[src/rtl/lisa_qqspi_if.sv]
// Request/response bus between a host and the quad-SPI controller.
// The host drives a request, then steps through words with ready/ready_ack.
interface lisa_qqspi_if #(parameter int CHIP_SELECTS = 2);
  logic [23:0]             addr;
  logic [15:0]             wdata;
  logic [1:0]              wstrb;
  logic                    valid;
  logic [3:0]              xfer_len;
  logic [CHIP_SELECTS-1:0] ce_ctrl;
  logic                    custom_spi_cmd;
  logic [7:0]              cmd_quad_write;
  logic                    ready_ack;
  logic [15:0]             rdata;
  logic                    ready;
  logic                    xfer_done;

  modport master (output addr, wdata, wstrb, valid, xfer_len, ce_ctrl, custom_spi_cmd,
                  cmd_quad_write, ready_ack, input rdata, ready, xfer_done);
  modport slave  (input addr, wdata, wstrb, valid, xfer_len, ce_ctrl, custom_spi_cmd,
                  cmd_quad_write, ready_ack, output rdata, ready, xfer_done);
endinterface

[src/rtl/lisa_qqspi.sv]
// Quad-SPI memory controller: command, address, dummy and 16-bit word data phases
// with a per-word ready/ack handshake; SCLK runs at clk/2.
module lisa_qqspi #(
  parameter int          CHIP_SELECTS = 2,
  parameter logic [7:0]  CMD_READ     = 8'hEB,
  parameter logic [7:0]  CMD_WRITE    = 8'h38,
  parameter int          READ_DUMMY   = 6
) (
  input  logic                    clk,
  input  logic                    rst_n,
  lisa_qqspi_if.slave             bus,
  output logic                    sclk,
  output logic [CHIP_SELECTS-1:0] ce_n,
  output logic [3:0]              sio_out,
  output logic [3:0]              sio_oe,
  input  logic [3:0]              sio_in
);
  typedef enum logic [2:0] {IDLE, CMD, ADDR, DUMMY, DATA, WAIT_ACK, CE_HOLD, GAP} state_t;

  localparam logic [3:0] DUMMY_LAST = 4'(READ_DUMMY - 1);

  state_t      state_q, state_d;
  logic        ph_q, ph_d;
  logic [3:0]  cnt_q, cnt_d;
  logic [4:0]  word_q, len_q;
  logic        wr_q, custom_q;
  logic [7:0]  cmd_q, cmd_in, cur_cmd;
  logic [23:0] addr_q;
  logic [5:0][3:0] addr_nib;
  logic [15:0] wdata_q, cur_wdata;
  logic [11:0] rx_q;
  logic [15:0] rdata_q;
  logic        ready_q, done_q;
  logic [3:0]  out_d, oe_d;
  logic        load_lo;

  function automatic logic sclk_st(input state_t s);
    return s inside {CMD, ADDR, DUMMY, DATA};
  endfunction

  assign addr_nib      = addr_q;
  assign cmd_in        = bus.custom_spi_cmd ? bus.cmd_quad_write :
                         (|bus.wstrb ? CMD_WRITE : CMD_READ);
  assign cur_cmd       = (state_q == IDLE) ? cmd_in : cmd_q;
  // Next word's first nibble leaves on the ack edge, before wdata_q has it.
  assign cur_wdata     = (state_q == WAIT_ACK) ? bus.wdata : wdata_q;
  assign bus.rdata     = rdata_q;
  assign bus.ready     = ready_q;
  assign bus.xfer_done = done_q;

  always_comb begin
    state_d = state_q;
    case (state_q)
      IDLE:     if (bus.valid) state_d = CMD;
      CMD:      if (ph_q && cnt_q == 4'd7) state_d = custom_q ? CE_HOLD : ADDR;
      ADDR:     if (ph_q && cnt_q == 4'd5) state_d = wr_q ? DATA : DUMMY;
      DUMMY:    if (ph_q && cnt_q == DUMMY_LAST) state_d = DATA;
      DATA:     if (ph_q && cnt_q == 4'd3) state_d = WAIT_ACK;
      WAIT_ACK: if (bus.ready_ack) state_d = (word_q == len_q) ? CE_HOLD : DATA;
      CE_HOLD:  state_d = GAP;
      GAP:      if (cnt_q == 4'd1) state_d = IDLE;
      default:  state_d = IDLE;
    endcase

    ph_d  = sclk_st(state_q) && sclk_st(state_d) && !ph_q;
    cnt_d = cnt_q;
    if (state_d != state_q)            cnt_d = '0;
    else if (ph_q || state_q == GAP)   cnt_d = cnt_q + 4'd1;
    // Inside the SCLK states every cycle with ph_d=0 starts a low phase.
    load_lo = sclk_st(state_d) && !ph_d;

    out_d = 4'h0;
    oe_d  = 4'h0;
    case (state_d)
      CMD:  begin oe_d = 4'b0001; out_d = {3'b000, cur_cmd[3'd7 - cnt_d[2:0]]}; end
      ADDR: begin oe_d = 4'hF;    out_d = addr_nib[3'd5 - cnt_d[2:0]]; end
      DATA: if (wr_q) begin
        oe_d = 4'hF;
        case (cnt_d[1:0])
          2'd0:    out_d = cur_wdata[7:4];
          2'd1:    out_d = cur_wdata[3:0];
          2'd2:    out_d = cur_wdata[15:12];
          default: out_d = cur_wdata[11:8];
        endcase
      end
      default: ;
    endcase
  end

  always_ff @(posedge clk) begin
    if (!rst_n) begin
      state_q <= IDLE;  ph_q <= 1'b0;  cnt_q <= '0;  word_q <= '0;  len_q <= '0;
      wr_q <= 1'b0;  custom_q <= 1'b0;  cmd_q <= '0;  addr_q <= '0;  wdata_q <= '0;
      rx_q <= '0;  rdata_q <= '0;  ready_q <= 1'b0;  done_q <= 1'b0;
      sclk <= 1'b0;  ce_n <= '1;  sio_out <= '0;  sio_oe <= '0;
    end else begin
      state_q <= state_d;
      ph_q    <= ph_d;
      cnt_q   <= cnt_d;
      sclk    <= ph_d;
      ready_q <= (state_d == WAIT_ACK);
      done_q  <= (state_d == CE_HOLD);

      if (state_q == IDLE && bus.valid) begin
        addr_q   <= bus.addr;
        len_q    <= {bus.xfer_len == 4'd0, bus.xfer_len};
        wr_q     <= |bus.wstrb;
        custom_q <= bus.custom_spi_cmd;
        cmd_q    <= cmd_in;
        wdata_q  <= bus.wdata;
        word_q   <= '0;
        ce_n     <= ~bus.ce_ctrl;
      end
      if (state_q == WAIT_ACK && bus.ready_ack) wdata_q <= bus.wdata;
      if (state_q == DATA && state_d == WAIT_ACK) word_q <= word_q + 5'd1;
      if (state_d == CE_HOLD) ce_n <= '1;

      if (load_lo) begin
        sio_out <= out_d;
        sio_oe  <= oe_d;
      end else if (!sclk_st(state_d) && state_d != WAIT_ACK) begin
        sio_out <= '0;
        sio_oe  <= '0;
      end

      // Final nibble lands straight in rdata so it is valid on the ready edge.
      if (state_q == DATA && ph_q && !wr_q) begin
        rx_q <= {rx_q[7:0], sio_in};
        if (cnt_q == 4'd3) rdata_q <= {rx_q[3:0], sio_in, rx_q[11:8], rx_q[7:4]};
      end
    end
  end
endmodule

[src/flat_wrapper.sv]
// flat-port wrapper written by rule: the top's interface ports become plain ports
module lisa_qqspi_flat 
#(
  parameter int          CHIP_SELECTS = 2,
  parameter logic [7:0]  CMD_READ     = 8'hEB,
  parameter logic [7:0]  CMD_WRITE    = 8'h38,
  parameter int          READ_DUMMY   = 6
)
  (clk, rst_n, sclk, ce_n, sio_out, sio_oe, sio_in, bus_addr, bus_wdata, bus_wstrb, bus_valid, bus_xfer_len, bus_ce_ctrl, bus_custom_spi_cmd, bus_cmd_quad_write, bus_ready_ack, bus_rdata, bus_ready, bus_xfer_done);
  lisa_qqspi_if #(.CHIP_SELECTS(CHIP_SELECTS)) bus_i ();
  input  logic clk;
  input  logic rst_n;
  output logic sclk;
  output logic [CHIP_SELECTS-1:0] ce_n;
  output logic [3:0] sio_out;
  output logic [3:0] sio_oe;
  input  logic [3:0] sio_in;
  input wire logic [$bits(bus_i.addr)-1:0] bus_addr;
  input wire logic [$bits(bus_i.wdata)-1:0] bus_wdata;
  input wire logic [$bits(bus_i.wstrb)-1:0] bus_wstrb;
  input wire logic [$bits(bus_i.valid)-1:0] bus_valid;
  input wire logic [$bits(bus_i.xfer_len)-1:0] bus_xfer_len;
  input wire logic [$bits(bus_i.ce_ctrl)-1:0] bus_ce_ctrl;
  input wire logic [$bits(bus_i.custom_spi_cmd)-1:0] bus_custom_spi_cmd;
  input wire logic [$bits(bus_i.cmd_quad_write)-1:0] bus_cmd_quad_write;
  input wire logic [$bits(bus_i.ready_ack)-1:0] bus_ready_ack;
  output wire logic [$bits(bus_i.rdata)-1:0] bus_rdata;
  output wire logic [$bits(bus_i.ready)-1:0] bus_ready;
  output wire logic [$bits(bus_i.xfer_done)-1:0] bus_xfer_done;
  assign bus_i.addr = bus_addr;
  assign bus_i.wdata = bus_wdata;
  assign bus_i.wstrb = bus_wstrb;
  assign bus_i.valid = bus_valid;
  assign bus_i.xfer_len = bus_xfer_len;
  assign bus_i.ce_ctrl = bus_ce_ctrl;
  assign bus_i.custom_spi_cmd = bus_custom_spi_cmd;
  assign bus_i.cmd_quad_write = bus_cmd_quad_write;
  assign bus_i.ready_ack = bus_ready_ack;
  assign bus_rdata = bus_i.rdata;
  assign bus_ready = bus_i.ready;
  assign bus_xfer_done = bus_i.xfer_done;
  lisa_qqspi #(.CHIP_SELECTS(CHIP_SELECTS), .CMD_READ(CMD_READ), .CMD_WRITE(CMD_WRITE), .READ_DUMMY(READ_DUMMY)) u_core (.clk(clk), .rst_n(rst_n), .bus(bus_i), .sclk(sclk), .ce_n(ce_n), .sio_out(sio_out), .sio_oe(sio_oe), .sio_in(sio_in));
endmodule
[config.mk]
export PLATFORM = sky130hd
export DESIGN_NAME = lisa_qqspi_flat
export DESIGN_NICKNAME = d
export VERILOG_FILES = /design/src/rtl/lisa_qqspi_if.sv /design/src/rtl/lisa_qqspi.sv /design/src/flat_wrapper.sv
export SDC_FILE = /design/constraint.sdc
export NUM_CORES = 1
export LEC_CHECK = 0
export ABC_AREA = 0
export BUFFER_PORTS_ARGS = -buffer_cell sky130_fd_sc_hd__buf_2
export CAP_MARGIN = 20
export CORE_ASPECT_RATIO = 1.4
export CORE_UTILIZATION = 54
export DETAILED_ROUTE_END_ITERATION = 16
export GPL_TIMING_DRIVEN = 0
export PLACE_DENSITY = 0.85
export SYNTH_ARGS = -nofsm -noshare
export SYNTH_HDL_FRONTEND = slang
export SYNTH_SLANG_ARGS = --single-unit
[constraint.sdc]
create_clock -name clk -period 6.2 [get_ports clk]
set_input_delay 0 -clock clk [delete_from_list [all_inputs] [get_ports clk]]
set_output_delay 0 -clock clk [all_outputs]
set_load 0.02 [all_outputs]
Word level (Yosys, flattened, before mapping)

Cells that the tools add are included.

Bits in registers: 108
Output and inout port bits: 29
Bits of input ports: 65
Memories: 0
Bits in writable memories: 0
Memory bits (read-only): 0
Word-level logic and storage cells: 110
Bits in latches: 0

Shifts and indexed selects: 0
Multiplexer cells: 33
Equality and inequality tests: 22
Reduce and logical (&&, ||, !) cells: 29
Bitwise operators: 2
Div/mod/pow operators: 0
Order comparisons: 2
Add/sub/neg operators: 4
Multipliers: 0

Operator list:

| operator                                                   | count |
|---|---|
| 2-to-1 mux 16 bit                                          | 3 |
| case mux 4 bit (3 select lines)                            | 3 |
| 2-to-1 mux 3 bit                                           | 11 |
| 2-to-1 mux 4 bit                                           | 6 |
| 2-to-1 mux 8 bit                                           | 3 |
| case mux 3 bit (8 select lines)                            | 1 |
| == test 3 bit, second input constant                       | 7 |
| binary-select mux 4 bit (select 3 bit)                     | 1 |
| == test 3 x 2 -> 1 bit, second input constant              | 4 |
| logical AND 1 bit                                          | 12 |
| 2-to-1 mux 5 bit                                           | 2 |
| == test 4 x 3 -> 1 bit, second input constant              | 2 |
| less-than comparator 3 x 4 -> 1 bit, second input constant | 2 |
| nonzero test 4 bit                                         | 2 |
| == test 3 x 1 -> 1 bit, second input constant              | 2 |
| nonzero test 2 bit                                         | 3 |
| OR reduction 2 bit                                         | 3 |
| subtractor 3 bit, first input constant                     | 2 |
| adder 5 x 1 -> 5 bit, second input constant                | 1 |
| == test 5 bit                                              | 1 |
| adder 4 x 1 -> 4 bit, second input constant                | 1 |
| == test 4 x 1 -> 1 bit, second input constant              | 1 |
| == test 4 x 2 -> 1 bit, second input constant              | 1 |
| logical NOT 1 bit                                          | 4 |
| 14 further kinds                                           | 14 |

Longest topological paths before layout

Depth after elaboration: 11
Gate-level depth with buffers: 11
Depth with buffers taken out: 10

Worst setup path before layout

No wires, ideal clock.

Path type: reg-to-reg
Start point: reg u_core.cnt_q[1]
End point: reg u_core.sio_out[3]
Period minus slack after synthesis: 2410 ps
Setup time: 120 ps
Setup slack: 3790 ps
Required time: 6080 ps
Buffers on the path: 1
Arrival: 2290 ps
Stages on the path, launching flop included: 12
Path through: dfxtp_1 inv_1 ha_1 nand2_2 o31a_1 or3_1 buf_2 o31ai_2 a21oi_2 nand3_1 a311oi_1 a211o_1

Longest elaborated chain between the ends: 11
Elaborated cells on any way between the ends: 40
Classes of those cells: add/sub: 2; eq/ne: 12; mux: 14; reduce/logical: 12

Ends and longest elaborated chain:

| element                                                                     | line                               | source |
|---|---|---|
| start, declared                                                             | lisa_qqspi.sv:24                   | `logic [3:0] cnt_q, cnt_d;` |
| start signal, assigned                                                      | lisa_qqspi.sv:99                   | `cnt_q <= cnt_d;` |
| == test 4 x 2 -> 1 bit (tied with other cells)                              | lisa_qqspi.sv:58                   | `DATA: if (ph_q && cnt_q == 4'd3) state_d = WAIT_ACK;` |
| logical AND 1 bit (on tied branches)                                        | n/a                                |  |
| 2-to-1 mux 3 bit (on tied branches)                                         | n/a                                |  |
| case mux 3 bit (8 select lines)                                             | lisa_qqspi.sv:53                   | `case (state_q)` |
| inequality test 3 bit (tied with other cells)                               | lisa_qqspi.sv:67                   | `if (state_d != state_q) cnt_d = '0;` |
| 2-to-1 mux 3 bit / nonzero test 4 bit (equally long branches)               | lisa_qqspi.sv:67, lisa_qqspi.sv:38 |  |
| subtractor 3 bit (tied with other cells)                                    | lisa_qqspi.sv:76                   | `ADDR: begin oe_d = 4'hF; out_d = addr_nib[3'd5 - cnt_d[2:0]]; end` |
| binary-select mux 4 bit (select 3 bit) (tied with other cells)              | lisa_qqspi.sv:76                   |  |
| 2-to-1 mux 4 bit (implied by the code) (tied with other cells)              | lisa_qqspi.sv:76                   |  |
| case mux 4 bit (3 select lines) / logical AND 1 bit (equally long branches) | lisa_qqspi.sv:74, lisa_qqspi.sv:70 |  |
| 2-to-1 mux 4 bit / nonzero test 2 bit (equally long branches)               | n/a                                |  |
| end signal, assigned                                                        | lisa_qqspi.sv:119                  | `sio_out <= out_d;` |
| end, declared                                                               | lisa_qqspi.sv:14                   | `output logic [3:0] sio_out,` |

Parallel ways exist; a longest one is shown, timed or not. The select of a mux whose other input is x is not followed.
A chain may end at the register's enable or synchronous reset.

Final worst setup path

Start point: reg u_core.cnt_q[1]
End point: reg u_core.sio_oe[2]

Longest elaborated chain between the ends: 11
Elaborated cells on any way between the ends: 28
Classes of those cells: eq/ne: 9; mux: 8; reduce/logical: 11

Ends and longest elaborated chain:

| element                                                       | line                               | source |
|---|---|---|
| == test 4 x 2 -> 1 bit (tied with other cells)                | lisa_qqspi.sv:58                   |  |
| logical AND 1 bit (on tied branches)                          | n/a                                |  |
| 2-to-1 mux 3 bit (on tied branches)                           | n/a                                |  |
| case mux 3 bit (8 select lines) (*)                           | lisa_qqspi.sv:53                   |  |
| == test 3 x 1 -> 1 bit (tied with other cells)                | lisa_qqspi.sv:38, lisa_qqspi.sv:74 |  |
| nonzero test 4 bit                                            | lisa_qqspi.sv:38                   | `return s inside {CMD, ADDR, DUMMY, DATA};` |
| logical AND 1 bit (2 in series)                               | lisa_qqspi.sv:65                   | `ph_d = sclk_st(state_q) && sclk_st(state_d) && !ph_q;` |
| logical NOT 1 bit                                             | lisa_qqspi.sv:70                   | `load_lo = sclk_st(state_d) && !ph_d;` |
| logical AND 1 bit                                             | lisa_qqspi.sv:70                   |  |
| 2-to-1 mux 4 bit / nonzero test 2 bit (equally long branches) | n/a                                |  |
| end signal, assigned                                          | lisa_qqspi.sv:95                   | `sclk <= 1'b0; ce_n <= '1; sio_out <= '0; sio_oe <= '0;` |
| end signal, assigned                                          | lisa_qqspi.sv:120                  | `sio_oe <= oe_d;` |
| end signal, assigned                                          | lisa_qqspi.sv:123                  | `sio_oe <= '0;` |
| end, declared                                                 | lisa_qqspi.sv:15                   | `output logic [3:0] sio_oe,` |

Mark *: on every way between the ends. The rest lies on a longest branch, timed or not.

==> report_table.html <==
<table>
<tr><th>Metric</th><th>Value</th></tr>
<tr><th colspan="2">GRT</th></tr>
<tr><td>Global-route wire length before repair</td><td>25300 µm</td></tr>
<tr><td>Number of antenna violations at the first check in global routing</td><td>0</td></tr>
<tr><td>Via count of the first global-routing pass</td><td>5560</td></tr>
<tr><td>Total routing usage reported by global routing</td><td>0.316</td></tr>
<tr><td>Gr ovfl total</td><td>0</td></tr>
<tr><td>Met3 layer usage reported by global route</td><td>0.0496</td></tr>
<tr><td>Maximum number of pins on one net before global-route repair</td><td>21</td></tr>
<tr><td>Global routing's busiest layer</td><td>met2</td></tr>
<tr><td>Met1 routing resource usage after global routing</td><td>0.347</td></tr>
<tr><td>Met2 track demand over resource</td><td>0.558</td></tr>
<tr><th colspan="2">Timing</th></tr>
<tr><td>Highest Clock Rate</td><td>342 MHz</td></tr>
<tr><td>Share of the clock period used by the worst path</td><td>0.471</td></tr>
<tr><td>Post-route worst hold slack</td><td>1.95 ps</td></tr>
<tr><td>Total Negative Setup Slacks</td><td>0 ps</td></tr>
<tr><td>Normalized max-slew margin</td><td>0.416</td></tr>
<tr><td>Minimum clock period</td><td>2920 ps</td></tr>
<tr><td>Final setup viols</td><td>0</td></tr>
<tr><td>Unrepaired setup endpoints after global routing</td><td>false</td></tr>
<tr><td>Skew final</td><td>12.0 ps</td></tr>
<tr><td>Transition time at the pin with the least slew margin</td><td>873 ps</td></tr>
<tr><td>Final Hold Viols</td><td>0</td></tr>
<tr><td>Max-slew violations</td><td>0</td></tr>
<tr><th colspan="2">Synthesis</th></tr>
<tr><td>Synth unique cells</td><td>61</td></tr>
<tr><td>Fraction of the yosys area taken by sequential cells</td><td>0.403</td></tr>
<tr><td>Avg Synthesized Cell Area</td><td>7.87 µm²</td></tr>
<tr><td>Number of warning messages in the yosys log</td><td>0</td></tr>
<tr><td>Number of enable-type register cells in the synthesized netlist</td><td>0</td></tr>
<tr><td>Mapped cell area</td><td>0.00526 mm²</td></tr>
<tr><td>Flip-flop and latch count after synthesis</td><td>106</td></tr>
<tr><td>Proportion of register bits with asynchronous set or reset after synthesis</td><td>0</td></tr>
<tr><td>Primary flip-flop cell chosen by synthesis mapping</td><td>dfxtp_1</td></tr>
<tr><td>Post-synthesis instance total</td><td>668</td></tr>
<tr><td>Number of nets in the synthesized netlist</td><td>736</td></tr>
<tr><th colspan="2">Routing</th></tr>
<tr><td>Number of detailed-route iterations in the first pass</td><td>5</td></tr>
<tr><td>Post-route DRC</td><td>0</td></tr>
<tr><td>Number of vias in the routed layout</td><td>5580</td></tr>
<tr><td>Initial drt markers</td><td>481</td></tr>
<tr><td>Number of nets still failing antenna checks after routing</td><td>0</td></tr>
<tr><td>Total wire length</td><td>15800 µm</td></tr>
<tr><td>Post-detailed-route via-to-cell ratio</td><td>5.92</td></tr>
<tr><td>Routed wire per std cell</td><td>16.7 µm</td></tr>
<tr><th colspan="2">Critical path</th></tr>
<tr><td>Cells along the critical path</td><td>ha_1 &gt; nand2_1 &gt; or4b_1 &gt; o21ai_1 &gt; a41oi_1 &gt; or3_1 &gt; nor2_1 &gt; o21ai_0 &gt; a21boi_1</td></tr>
<tr><td>CP startpoint kind</td><td>flop</td></tr>
<tr><td>Arrival time of data at the critical path endpoint</td><td>3220 ps</td></tr>
<tr><td>Maximum fanout encountered on the critical timing path</td><td>7</td></tr>
<tr><td>Crit path kind</td><td>reg -&gt; reg</td></tr>
<tr><td>Data required time of the worst path</td><td>6500 ps</td></tr>
<tr><td>Cell family with the largest share of critical-path delay</td><td>simple AND/OR/NAND/NOR gates</td></tr>
<tr><td>Largest stage delay, worst path</td><td>550 ps</td></tr>
<tr><td>Crit-path slowest cell</td><td>or3_1</td></tr>
<tr><td>Crit end category</td><td>flop</td></tr>
<tr><td>Crit path buffers/inverters</td><td>0</td></tr>
<tr><th colspan="2">Die</th></tr>
<tr><td>CORE AREA</td><td>0.00946 mm²</td></tr>
<tr><td>Die ar.</td><td>0.0101 mm²</td></tr>
<tr><td>I/O pins</td><td>94</td></tr>
<tr><td>Height of the die</td><td>119 µm</td></tr>
<tr><td>Horizontal die dimension</td><td>85.4 µm</td></tr>
<tr><td>Row count</td><td>42</td></tr>
<tr><td>Initial Utilization</td><td>0.556</td></tr>
<tr><th colspan="2">Clock network</th></tr>
<tr><td>Deepest clock path buffer count</td><td>2</td></tr>
<tr><td>Worst-skew pair later-pin latency</td><td>360 ps</td></tr>
<tr><td>Sinks on Clock Net</td><td>106</td></tr>
<tr><td>Clock-pin slew on the worst setup and hold paths</td><td>80 ps</td></tr>
<tr><td>Clock tree from TritonCTS</td><td>built</td></tr>
<tr><td>Inserted Clock Buffers</td><td>9</td></tr>
<tr><td>CTS resizes</td><td>0</td></tr>
<tr><td>Root buffer selected by CTS</td><td>clkbuf_16</td></tr>
<tr><td>Maximum level of the CTS H-tree</td><td>3</td></tr>
<tr><th colspan="2">Pwr</th></tr>
<tr><td>Areal power density over the cells</td><td>228 mW/mm²</td></tr>
<tr><td>Static Leak</td><td>0.00278 µW</td></tr>
<tr><td>Highest ir drop seen on vdd</td><td>0.162 mV</td></tr>
<tr><th colspan="2">Placement</th></tr>
<tr><td>Quantity of I/O buffers inserted on ports</td><td>93</td></tr>
<tr><td>Placed Area</td><td>0.00586 mm²</td></tr>
<tr><td>Routability congestion estimate</td><td>0.907</td></tr>
<tr><td>Post-detail-place hpwl</td><td>10900 µm</td></tr>
<tr><th colspan="2">Job</th></tr>
<tr><td>Max-capacitance violation count</td><td>0</td></tr>
<tr><th colspan="2">Finish</th></tr>
<tr><td>Diodes inserted</td><td>0</td></tr>
<tr><td>Number of nets in the layout</td><td>895</td></tr>
<tr><td>Share of final-layout standard cells stronger than drive strength 1</td><td>0.160</td></tr>
<tr><td>Area growth from synthesis to final layout</td><td>27.5%</td></tr>
<tr><td>Cell area after layout</td><td>0.00671 mm²</td></tr>
<tr><th colspan="2">Min path</th></tr>
<tr><td>Worst Hold Class</td><td>in -&gt; reg</td></tr>
<tr><th colspan="2">Outcome</th></tr>
<tr><td>Run status</td><td>finished clean</td></tr>
</table>
## tightest hold or removal path, delay by kind of cell
kind          cells  cell delay [ps]
buf+inv           1               90
simple gates      2              210
## metal layers
layer	vias to the layer above	part of all wire	wire [µm]
met2	268	0.51	7970
met4	0	0.052	816
met5	-	0	0
met1	2617	0.38	6050
met3	61	0.058	911
li1	2634	-	-
## layout by cell type (no fill, tap or decap), types with 3 or more instances in the layout
| cell type | Yosys | final |
|---|---|---|
| nand2_1 | 186 | 186 |
| dfxtp_1 | 106 | 106 |
| buf_2 | 6 | 99 |
| a21boi_0 | 64 | 64 |
| dlygate4sd3_1 | 0 | 55 |
| clkbuf_1 | 33 | 33 |
| o21ai_0 | 29 | 29 |
| nor2_1 | 23 | 23 |
| nor3_1 | 20 | 20 |
| nor2b_1 | 18 | 18 |
| nand3_1 | 18 | 18 |
| mux2i_1 | 15 | 15 |
| a21oi_1 | 15 | 15 |
| inv_1 | 12 | 12 |
| a31oi_1 | 11 | 11 |
| xor2_1 | 9 | 9 |
| clkbuf_16 | 0 | 9 |
| nand4_1 | 7 | 7 |
| a21o_1 | 6 | 6 |
| o211ai_1 | 6 | 6 |
| o211a_1 | 5 | 5 |
| and2_1 | 5 | 5 |
| a311oi_1 | 5 | 5 |
| nand3b_1 | 4 | 4 |
| and3_1 | 4 | 4 |
| a22oi_1 | 4 | 4 |
| buf_4 | 3 | 3 |
| o21ai_1 | 3 | 3 |
| nor4_1 | 3 | 3 |
| a31o_2 | 3 | 3 |
| a211o_1 | 3 | 3 |
| ha_1 | 3 | 3 |
| inv_8 | 0 | 3 |
## what timing repair did
item / in CTS / in global routing
endpoints found under the hold margin: 59 / 0
buffers inserted: 0 / 0
hold buffers: 55 / 0
## Yosys cell counts, types with 2 or more instances
cell,instances,area share
a31o_2,3,0.0050
clkbuf_1,33,0.024
o21ai_1,3,0.0029
nor2b_1,18,0.021
xnor2_1,2,0.0033
and2_1,5,0.0059
ha_1,3,0.0071
a21boi_1,2,0.0029
o21ai_0,29,0.028
a211o_1,3,0.0050
and3_1,4,0.0048
inv_1,12,0.0086
mux2i_1,15,0.029
a32oi_1,2,0.0033
nor4_1,3,0.0036
o211a_1,5,0.0095
a21o_1,6,0.0086
a311oi_1,5,0.0083
o21a_1,2,0.0029
nand3_1,18,0.017
nor2_1,23,0.016
nand3b_1,4,0.0057
a21oi_1,15,0.014
a21boi_0,64,0.091
a22oi_1,4,0.0057
nor3_1,20,0.019
a31oi_1,11,0.013
nand2_1,186,0.13
o211ai_1,6,0.0086
xor2_1,9,0.015
a21oi_2,2,0.0033
o22ai_1,2,0.0024
or3_1,2,0.0024
dfxtp_1,106,0.40
buf_4,3,0.0043
o31ai_1,2,0.0029
buf_2,6,0.0057
nand4_1,7,0.0083
## state kept, by name, indices dropped and copies added, names as in the netlist
register and cells:
u_core.wr_q 1, u_core.bus.rdata 16, u_core.bus.ready 1, u_core.len_q 5
u_core.custom_q 1, u_core.cmd_q 8, u_core.rx_q 12, u_core.word_q 5
u_core.sclk 1, u_core.ce_n 2, u_core.addr_nib 24, u_core.sio_out 4
u_core.sio_oe 2, u_core.state_q 3, u_core.wdata_q 16, u_core.bus.xfer_done 1
u_core.cnt_q 4
## cell families after synthesis
logic type / count (synthesis) / share of synthesized area
AO/OA/AOI/OAI: 175 / 0.237
XOR/XNOR: 11 / 0.0183
adder cells (fa/ha/maj): 3 / 0.00714
buffers and inverters: 55 / 0.0428
flip-flops: 106 / 0.403
multiplexers: 16 / 0.0328
AND/OR/NAND/NOR: 302 / 0.259
## layout make-up
type / instances / area (µm²)
sequential: 106 / 2120
timing repair buffer: 148 / 1020
clock inverter: 7 / 70.1
fill: 705 / 2750
tap: 110 / 138
multi-input combinational: 507 / 2910
clock buffer: 9 / 225
buffer: 43 / 180
inverter: 12 / 45.0
## power by group
group	switching, µW	total, µW	internal [µW]
clock	283	567	284
combinational	137	237	99.9
sequential	16.3	722	706
## final timing paths
path	start	endpoint	slack, ps	depth (start not counted)
max	u_core.cnt_q[1]	u_core.sio_oe[2]	3280	9
min reg2reg	u_core.addr_nib[17]	u_core.addr_nib[17]	470	2
max reg2reg	u_core.cnt_q[1]	u_core.sio_oe[2]	3280	9
min	bus_wstrb[0]	u_core.wr_q	2	3
## metrics by stage
stage,cells,util,worst slack [ps],power (µW)
finish,942,0.709,3280,1530
global route,942,0.709,3150,1570
CTS,942,0.709,3390,1520
detailed placement,871,0.620,3410,939
global placement,871,0.620,3460,932
floorplan,668,-,3790,865
(Power assumes the default switching activity.)
